`src/rtl/cnn_quant_pkg.sv`:
```
// Shared quantization types and limits for the CNN int8 datapaths.
package cnn_quant_pkg;

    localparam int INT8_MIN = -128;
    localparam int INT8_MAX = 127;
    localparam int ACC_W    = 32;

    typedef logic signed [ACC_W-1:0] acc_t;
    typedef logic signed [7:0]       q8_t;

endpackage

```
`src/rtl/dp2_requant_pipe_round_sat.sv`:
```
// requant_round_sat: combinational round-half-up, arithmetic shift, zero-point
// add and int8 saturation for the DP2 requantizer output stage.
// Optional macro DP2_REQUANT_RELU_EN fuses a ReLU clamp at max(ZERO_POINT,-128).
module requant_round_sat
    import cnn_quant_pkg::*;
#(
    parameter int PROD_W     = 41,
    parameter int SHIFT      = 7,
    parameter int ZERO_POINT = 0
) (
    input  logic signed [PROD_W-1:0] prod,
    output logic signed [7:0]        q
);

    // Two guard bits: one for the rounding add, one for the zero-point add.
    localparam int RW = PROD_W + 2;

    typedef logic signed [RW-1:0] wide_t;

    localparam wide_t HALF   = wide_t'(2 ** (SHIFT - 1));
    localparam wide_t ZP     = wide_t'(ZERO_POINT);
    localparam wide_t SAT_HI = wide_t'(INT8_MAX);
    localparam wide_t SAT_LO = wide_t'(INT8_MIN);

`ifdef DP2_REQUANT_RELU_EN
    localparam int  RELU_FLOOR_I = (ZERO_POINT > INT8_MIN) ? ZERO_POINT : INT8_MIN;
    localparam q8_t RELU_FLOOR   = q8_t'(RELU_FLOOR_I);

    function automatic q8_t relu_clamp(input q8_t x);
        return (x < RELU_FLOOR) ? RELU_FLOOR : x;
    endfunction
`endif

    // Adding half an LSB before the arithmetic shift rounds ties toward +inf.
    function automatic wide_t round_shift(input wide_t x);
        return (x + HALF) >>> SHIFT;
    endfunction

    function automatic q8_t sat_q8(input wide_t x);
        if (x > SAT_HI) begin
            return q8_t'(INT8_MAX);
        end else if (x < SAT_LO) begin
            return q8_t'(INT8_MIN);
        end else begin
            return $signed(x[7:0]);
        end
    endfunction

    wide_t r;

    // Round, shift, offset, saturate (and optionally clamp) the exact product.
    always_comb begin
        r = round_shift(wide_t'(prod)) + ZP;
`ifdef DP2_REQUANT_RELU_EN
        q = relu_clamp(sat_q8(r));
`else
        q = sat_q8(r);
`endif
    end

endmodule

```
`src/rtl/dp2_requant_pipe.sv`:
```
// dp2_requant_pipe: requantizes DP2 pointwise accumulators to int8 through a
// 3-stage valid/ready pipeline (capture, multiply, round/saturate) with an
// internal channel counter addressing the per-channel scale ROM.
// Optional macro DP2_REQUANT_RELU_EN enables the fused ReLU in the output stage.
module dp2_requant_pipe #(
    parameter int ACC_W      = 32,
    parameter int NUM_CH     = 64,
    parameter int CH_W       = $clog2(NUM_CH),
    parameter int SHIFT      = 7,
    parameter int ZERO_POINT = 0
) (
    input  logic                    clk,
    input  logic                    rst_n,
    input  logic                    in_valid,
    output logic                    in_ready,
    input  logic signed [ACC_W-1:0] in_acc,
    input  logic                    in_last,
    output logic [CH_W-1:0]         rom_addr,
    input  logic [7:0]              rom_data,
    output logic                    out_valid,
    input  logic                    out_ready,
    output logic signed [7:0]       out_data,
    output logic [CH_W-1:0]         out_ch,
    output logic                    out_last,
    output logic                    err_align
);

    import cnn_quant_pkg::*;

    // Signed accumulator times a zero-extended 8-bit scale needs ACC_W+9 bits.
    localparam int              PROD_W  = ACC_W + 9;
    localparam logic [CH_W-1:0] CH_LAST = CH_W'(NUM_CH - 1);

    logic                     adv;
    logic                     accept;
    logic [CH_W-1:0]          ch_cnt;

    logic                     vld_p0;
    logic                     vld_p1;
    logic                     vld_p2;

    logic signed [ACC_W-1:0]  acc_p0;
    logic [7:0]               scale_p0;
    logic [CH_W-1:0]          ch_p0;
    logic                     last_p0;

    logic signed [PROD_W-1:0] prod_p1;
    logic [CH_W-1:0]          ch_p1;
    logic                     last_p1;

    q8_t                      q_p1;

    // Whole pipeline moves in lockstep; bubbles travel rather than collapse.
    assign adv       = !vld_p2 || out_ready;
    assign in_ready  = adv;
    assign accept    = in_valid && adv;
    assign rom_addr  = ch_cnt;
    assign out_valid = vld_p2;

    // Valid shift register, channel counter and sticky alignment error.
    always_ff @(posedge clk or negedge rst_n) begin
        if (!rst_n) begin
            vld_p0    <= 1'b0;
            vld_p1    <= 1'b0;
            vld_p2    <= 1'b0;
            ch_cnt    <= '0;
            err_align <= 1'b0;
        end else begin
            if (adv) begin
                vld_p0 <= accept;
                vld_p1 <= vld_p0;
                vld_p2 <= vld_p1;
            end
            if (accept) begin
                if (in_last || (ch_cnt == CH_LAST)) begin
                    ch_cnt <= '0;
                end else begin
                    ch_cnt <= ch_cnt + 1'b1;
                end
                if (in_last && (ch_cnt != CH_LAST)) begin
                    err_align <= 1'b1;
                end
            end
        end
    end

    // ---- stage p0: capture accumulator with its channel's scale ----
    // Capture the accepted beat together with the scale read for its channel.
    always_ff @(posedge clk) begin
        if (accept) begin
            acc_p0   <= in_acc;
            scale_p0 <= rom_data;
            ch_p0    <= ch_cnt;
            last_p0  <= in_last;
        end
    end

    // ---- stage p1: exact signed product ----
    // Exact product; scale is unsigned so it is zero-extended before the signed multiply.
    always_ff @(posedge clk) begin
        if (adv) begin
            prod_p1 <= PROD_W'(acc_p0) * $signed({{(PROD_W-8){1'b0}}, scale_p0});
            ch_p1   <= ch_p0;
            last_p1 <= last_p0;
        end
    end

    requant_round_sat #(
        .PROD_W     (PROD_W),
        .SHIFT      (SHIFT),
        .ZERO_POINT (ZERO_POINT)
    ) u_round_sat (
        .prod (prod_p1),
        .q    (q_p1)
    );

    // ---- stage p2: registered int8 result ----
    // Output registers load only with a real beat and hold while stalled.
    always_ff @(posedge clk or negedge rst_n) begin
        if (!rst_n) begin
            out_data <= '0;
            out_ch   <= '0;
            out_last <= 1'b0;
        end else if (adv && vld_p1) begin
            out_data <= q_p1;
            out_ch   <= ch_p1;
            out_last <= last_p1;
        end
    end

endmodule
```
`config.mk`:
```
export PLATFORM = sky130hd
export DESIGN_NAME = dp2_requant_pipe
export DESIGN_NICKNAME = d
export VERILOG_FILES = /design/src/rtl/cnn_quant_pkg.sv /design/src/rtl/dp2_requant_pipe_round_sat.sv /design/src/rtl/dp2_requant_pipe.sv
export SDC_FILE = /design/constraint.sdc
export NUM_CORES = 1
export LEC_CHECK = 0
export ABC_AREA = 1
export BUFFER_PORTS_ARGS = -buffer_cell sky130_fd_sc_hd__buf_4
export CAP_MARGIN = 20
export CORE_MARGIN = 10
export CORE_UTILIZATION = 35
export DETAILED_ROUTE_END_ITERATION = 8
export MAX_ROUTING_LAYER = met4
export SYNTH_ARGS = -nofsm -noshare
export SYNTH_HDL_FRONTEND = slang
export SYNTH_SLANG_ARGS = --single-unit
```
`constraint.sdc`:
```
create_clock -name clk -period 6.3 [get_ports clk]
set_input_delay 0.315 -clock clk [delete_from_list [all_inputs] [get_ports clk]]
set_output_delay 0.315 -clock clk [all_outputs]
set_load 0.1 [all_outputs]
```
==> results.py, run 1 <==
metrics = {
    "run_status": {
        "status": "completed",
    },
    "sta": {
        "setup_viol": 0,
        "post-route-min-period_ps": 5530,
        "tns_ps": 0,
        "fmax_mhz": 181,
        "period_share_pct": 87.7,
        "worst_pin_slew_ps": 1020,
        "maxSlewViolCount": 0,
        "rsz0062_at_grt": "false",
        "hold_viol": 0,
        "max-slew-margin-rel_pct": 31.8,
        "finClkSkew_ps": 13.1,
    },
    "worst_setup_path": {
        "crit_path_end": "prod_p1[37]",
        "critPathMaxFanout": 19,
        "crit_arrival_ps": 5800,
        "endpoint_kind": "flop",
        "cp_data_required_time_ps": 6580,
        "reg2reg_slack_ps": 770,
        "r2r_start": "scale_p0[5]",
        "critPathKind": "flop to flop",
        "crit_start": "scale_p0[5]",
        "rr_worst_depth": 19,
        "r2r_end": "prod_p1[37]",
        "start_kind": "flop",
    },
    "final_layout": {
        "antenna_cells": 0,
        "multi_input_area_sq_um": 9150,
        "seq_area_sq_um": 3300,
        "num-fill-cells": 4150,
        "final_nets": 2281,
        "layout_common_cells": "nand2_1, inv_1, fa_1, nor2_1, edfxtp_1",
        "drive_gt1_share_pct": 6.90,
        "layout_commonest_cell": "nand2_1",
        "syn_to_final_growth_pct": 13.8,
    },
    "route": {
        "finalWirelength_microns": 34600,
        "drc": 0,
        "vias_per_cell": 4.57,
        "antenna_left": 0,
        "drtPass1Iterations": 5,
        "avgRoutedWirePerCell_microns": 13.8,
        "drt-met1-wl_microns": 16200,
        "vias": 11400,
        "met2_length_microns": 16500,
        "drt-initial-drc-count": 667,
        "highest_layer": "met4",
        "route.met3.wl_microns": 1280,
    },
    "clock_tree": {
        "numCtsBuffers": 17,
        "h-tree-depth": 4,
        "clk_path_buf_depth": 2,
        "path_clk_slew_ps": 60,
        "root_buffer": "clkbuf_16",
        "clock_sinks": 114,
        "post-cts-setup-buffers": 0,
        "tritoncts": "done",
        "clkLatencyLatePin_ps": 460,
    },
    "grt": {
        "grt_max_degree": 48,
        "track_usage_pct": 15.0,
        "antenna_found_initial": 0,
        "grt_pass1_vias": 12100,
        "gr-total-overflow": 0,
        "grt_pass1_wl_microns": 58800,
    },
    "logic_synthesis": {
        "synth_cell_types": 40,
        "syn_inst": 1882,
        "synth_seq_area_share_pct": 22.6,
        "syn_area_per_cell_sq_um": 7.75,
        "synth-warning-count": 0,
        "ys_ff_latch": 114,
        "syn-num-nets": 2204,
        "syn_area_sq_um": 14600,
    },
    "floorplanning": {
        "row_count": 74,
        "io_pins": 69,
        "core_sq_um": 41000,
        "die_x_microns": 224,
        "die-area_sq_um": 50200,
        "die_y_microns": 224,
        "initial_core_util_pct": 35.6,
    },
    "flow_run": {
        "max_cap_violations": 0,
    },
    "hold_path": {
        "hold_class": "primary input to flop",
        "min_path_cells": 1,
    },
    "placed_design": {
        "hpwlAfterDp_microns": 28800,
        "io_buffers": 68,
        "place_congestion": 0.884,
    },
}
-- sequential cells by signal, indices dropped and copies added, names as in the netlist --
name       flops
scale_p0       8
out_data       8
out_last       1
out_ch         6
rom_addr       6
out_valid      1
vld_p1         1
vld_p0         1
ch_p1          6
acc_p0        32
ch_p0          6
prod_p1       35
last_p0        1
err_align      1
last_p1        1
-- worst min-delay path by stage --
stage	startpoint	to	slack, ps
3_3_place_gp	rst_n	out_data[2]	240
4_1_cts	in_acc[6]	acc_p0[6]	0.2
6_report	in_acc[3]	acc_p0[3]	40
2_1_floorplan	rst_n	err_align	20
3_5_place_dp	rst_n	out_data[3]	240
5_1_grt	rom_data[2]	scale_p0[2]	10
-- per-stage QoR --
stage	util, %	cells	instance area [sq um]	setup slack, ps	hold WS (ps)
6_report	40.5	2504	16600	774	42.1
5_1_grt	40.5	2504	16600	385	11.1
4_1_cts	40.4	2502	16600	407	0.243
3_5_place_dp	38.1	2439	15600	488	244
3_3_place_gp	38.1	2438	15600	520	238
2_1_floorplan	-	1882	14600	1720	19.4
-- critical path, stage by stage, from the launching register on --
cell and delay, ps:
edfxtp_1 1020, buf_4 280, nand2_1 50, inv_1 80, fa_1 400, fa_1 480
fa_1 540, inv_1 50, fa_1 520, inv_1 40, ha_1 410, nand2_1 120
nor2_1 150, inv_1 60, nor2_1 140, inv_1 80, nor4_1 370, nand3_1 130
nand3_1 180, xor2_1 210
-- cell type report --
type	instances	area share (%)
multi-input combinational	1208	55.1
sequential	114	19.9
inverter	503	11.4
timing repair buffer	115	6.03
tap	532	4.01
clock buffer	27	3.42
clock inverter	5	0.211
-- cell usage after synthesis --
master    instances  area (sq um)
a211oi_1          3          22.5
a21o_1            1          7.51
a21oi_1          60           300
a21oi_2           3          26.3
a21oi_4           1          16.3
a31oi_1           6          37.5
and2_0            1          6.26
and2_1            1          6.26
and3_1            1          6.26
buf_2             1          5.00
buf_6             1          11.3
clkbuf_1         31           116
clkbuf_2         24           120
clkinv_1          2          7.51
dfrtp_1          25           626
edfxtp_1         89          2670
fa_1            197          3940
ha_1             80          1000
inv_1           501          1880
nand2_1         530          1990
nand2_2           6          37.5
nand2_4           1          11.3
nand3_1          45           225
nand3_2           1          10.0
nand3b_1          4          30.0
nand4_1          13          81.3
nor2_1          135           507
nor2_2            2          12.5
nor2_4            7          78.8
nor3_1           10          50.1
nor3b_1           1          7.51
nor4_1            3          18.8
nor4_4            1          21.3
o21a_1           13          97.6
o21ai_0          31           155
o21bai_1          5          37.5
o221a_2           1          11.3
o221ai_1          2          17.5
xnor2_1          15           131
xor2_1           28           245
-- cell families (layout without fill, tap and decap cells) --
family / after synthesis / in the layout / synth area share (%)
AOI/OAI and AO/OA: 126 / 126 / 5.00
xor gates and xnor gates: 43 / 43 / 2.58
adders and majority gates: 277 / 277 / 33.9
buffers and inverters: 560 / 650 / 14.7
DFF: 114 / 114 / 22.6
and+or+nand+nor: 762 / 762 / 21.2
-- metal layers --
layer / GRT usage [%] / vias up
li1: - / 5691
met5: - / -
met4: 4.70 / 0
met1: 18.5 / 5497
met3: 2.69 / 39
met2: 24.5 / 204
-- what timing repair did --
| item | 4_1_cts | 5_1_grt |
|---|---|---|
| hold endpoints to repair | 55 | 0 |
| hold buffers | 31 | 0 |
| gates resized for setup | 0 | 0 |
Power of run 1 is left out: the tool's default activity adds up to more than one toggle a clock period on the data nets, which glitch-free logic cannot reach.
==> run 2, diff against run 1 <==
- GPL_TIMING_DRIVEN: unset -> 0
==> run 2 against run 1 <==
  * Worst hold slack is essentially flat
  * Clock-buffer cell count shrank 9
  * Register-to-register slack lost 230 ps
  * Flip-flop and latch count is the same
  * Die area is the same
  * Critical path depth is the same
  * Global-route usage grew 0.80 points
  * Utilization grew 0.48 points
  * Final cell count grew 2.1%
  * Critical path type unchanged
  * Critical endpoint unchanged
==> results.py, run 2 (synthesized netlist as in run 1, its figures left out) <==
metrics = {
    "grt": {
        "gr-total-overflow": 0,
        "antenna_found_initial": 1,
        "grt_pass1_wl_microns": 61300,
        "track_usage_pct": 15.8,
        "grt_max_degree": 41,
        "grt_pass1_vias": 12200,
    },
    "route": {
        "vias": 11600,
        "finalWirelength_microns": 36500,
        "antenna_left": 0,
        "vias_per_cell": 4.56,
        "avgRoutedWirePerCell_microns": 14.3,
        "drt-initial-drc-count": 711,
        "drc": 0,
        "drtPass1Iterations": 5,
    },
    "worst_setup_path": {
        "endpoint_kind": "flop",
        "slowest_stage": "fa_1",
        "critPathMaxFanout": 10,
        "cp_num_buf_inv": 7,
        "crit_top_cell": "inv_1",
        "crit_arrival_ps": 6040,
        "path_cells": "clkbuf_1 -> nand2_1 -> inv_1 -> fa_1 -> inv_1 -> fa_1 -> inv_1 -> fa_1 -> inv_1 -> fa_1 -> inv_1 -> ha_1 -> nand2_1 -> nor2_1 -> inv_1 -> nor4_1 -> nand3_1 -> nand3_1 -> xor2_1",
        "critPathKind": "flop to flop",
        "max_stage_delay_ps": 700,
        "cp_data_required_time_ps": 6590,
        "critical_path.top_delay_family": "adder cells",
        "start_kind": "flop",
    },
    "final_layout": {
        "largestRegisters": "prod_p1 (35), acc_p0 (32)",
        "multi_input_area_sq_um": 9150,
        "layout_commonest_cell": "nand2_1",
        "seq_area_sq_um": 3300,
        "largest_reg_flops": 35,
        "top_register": "prod_p1",
        "final_nets": 2333,
        "syn_to_final_growth_pct": 15.2,
        "drive_gt1_share_pct": 7.56,
        "num-fill-cells": 4164,
        "layout_common_cells": "nand2_1, inv_1, fa_1, nor2_1, edfxtp_1",
    },
    "sta": {
        "hold_viol": 0,
        "maxSlewViolCount": 0,
        "rsz0062_at_grt": "false",
        "worst_slack_ps": 546,
        "fmax_mhz": 174,
        "max-slew-margin-rel_pct": 46.0,
        "post-route-min-period_ps": 5750,
        "finClkSkew_ps": 8.97,
        "worst_pin_slew_ps": 810,
        "setup_viol": 0,
        "period_share_pct": 91.3,
        "tns_ps": 0,
    },
    "clock_tree": {
        "clk_path_buf_depth": 2,
        "ctsHoldBuffers": 40,
        "cts_repair_resize_count": 0,
        "clock_sinks": 114,
        "post-cts-setup-buffers": 0,
        "numCtsBuffers": 17,
        "path_clk_slew_ps": 60,
        "tritoncts": "done",
        "h-tree-depth": 4,
        "clkLatencyLatePin_ps": 470,
        "root_buffer": "clkbuf_16",
    },
    "hold_path": {
        "hold_class": "primary input to flop",
    },
    "floorplanning": {
        "die_y_microns": 224,
        "io_pins": 69,
        "initial_core_util_pct": 35.6,
        "die_x_microns": 224,
        "row_count": 74,
        "die-area_sq_um": 50200,
        "core_sq_um": 41000,
    },
    "placed_design": {
        "hpwlAfterDp_microns": 30700,
        "place_ws_ps": 628,
        "place_congestion": 0.883,
        "io_buffers": 68,
    },
    "flow_run": {
        "max_cap_violations": 0,
    },
    "run_status": {
        "status": "completed",
    },
}
run 2: cell count changes in the layout (fill, tap and decap cells not counted), sizes merged:
cell | previous run | this run
clkbuf | 27 | 73
buf | 84 | 72
dlygate4sd3 | 31 | 40
inv | 501 | 508
bufinv | 0 | 1
clkinvlp | 1 | 2
diode | 0 | 1
run 2: through the flow:
step | instance area [sq um] | hold WS [ps] | cells | util, %
5_1_grt | 16800 | 19.8 | 2557 | 41.0
6_report | 16800 | 42.3 | 2557 | 41.0
3_5_place_dp | 15800 | 245 | 2484 | 38.6
3_3_place_gp | 15800 | 237 | 2482 | 38.4
4_1_cts | 16800 | 1.43 | 2556 | 41.0
2_1_floorplan | 14600 | 19.4 | 1882 | -
run 2: area by class of cell:
cell class / instances / area share, %
Timing Repair Buffer: 110 / 5.70
Sequential cell: 114 / 19.6
Antenna cell: 1 / 0.0149
Buffer: 57 / 1.50
Clock inverter: 14 / 0.871
Multi-Input combinational cell: 1208 / 54.5
Tap cell: 532 / 3.96
Clock buffer: 18 / 2.61
Inverter: 503 / 11.2
run 2: metal layers:
metal  wire (microns)  GRT usage (%)  share of wire (%)  vias up
met4              988           6.85                2.7        0
met3             1650           2.43                4.5       52
met2            17500           25.9                 48      249
li1                 -              -                  -     5805
met1            16400           18.9                 45     5542
met5                0              -                  0        -
run 2: final timing paths:
kind | start | endpoint | slack (ps) | cells after the start
max in group asynchronous | rst_n | rom_addr[5] | 5760 | 2
min in group asynchronous | rst_n | out_data[3] | 290 | 2
hold / removal | in_acc[23] | acc_p0[23] | 40 | 1
setup / recovery | scale_p0[0] | prod_p1[37] | 550 | 19
hold reg to reg | ch_p0[1] | ch_p1[1] | 420 | 0
setup reg to reg | scale_p0[0] | prod_p1[37] | 550 | 19
Power of run 2 is left out for the same reason.
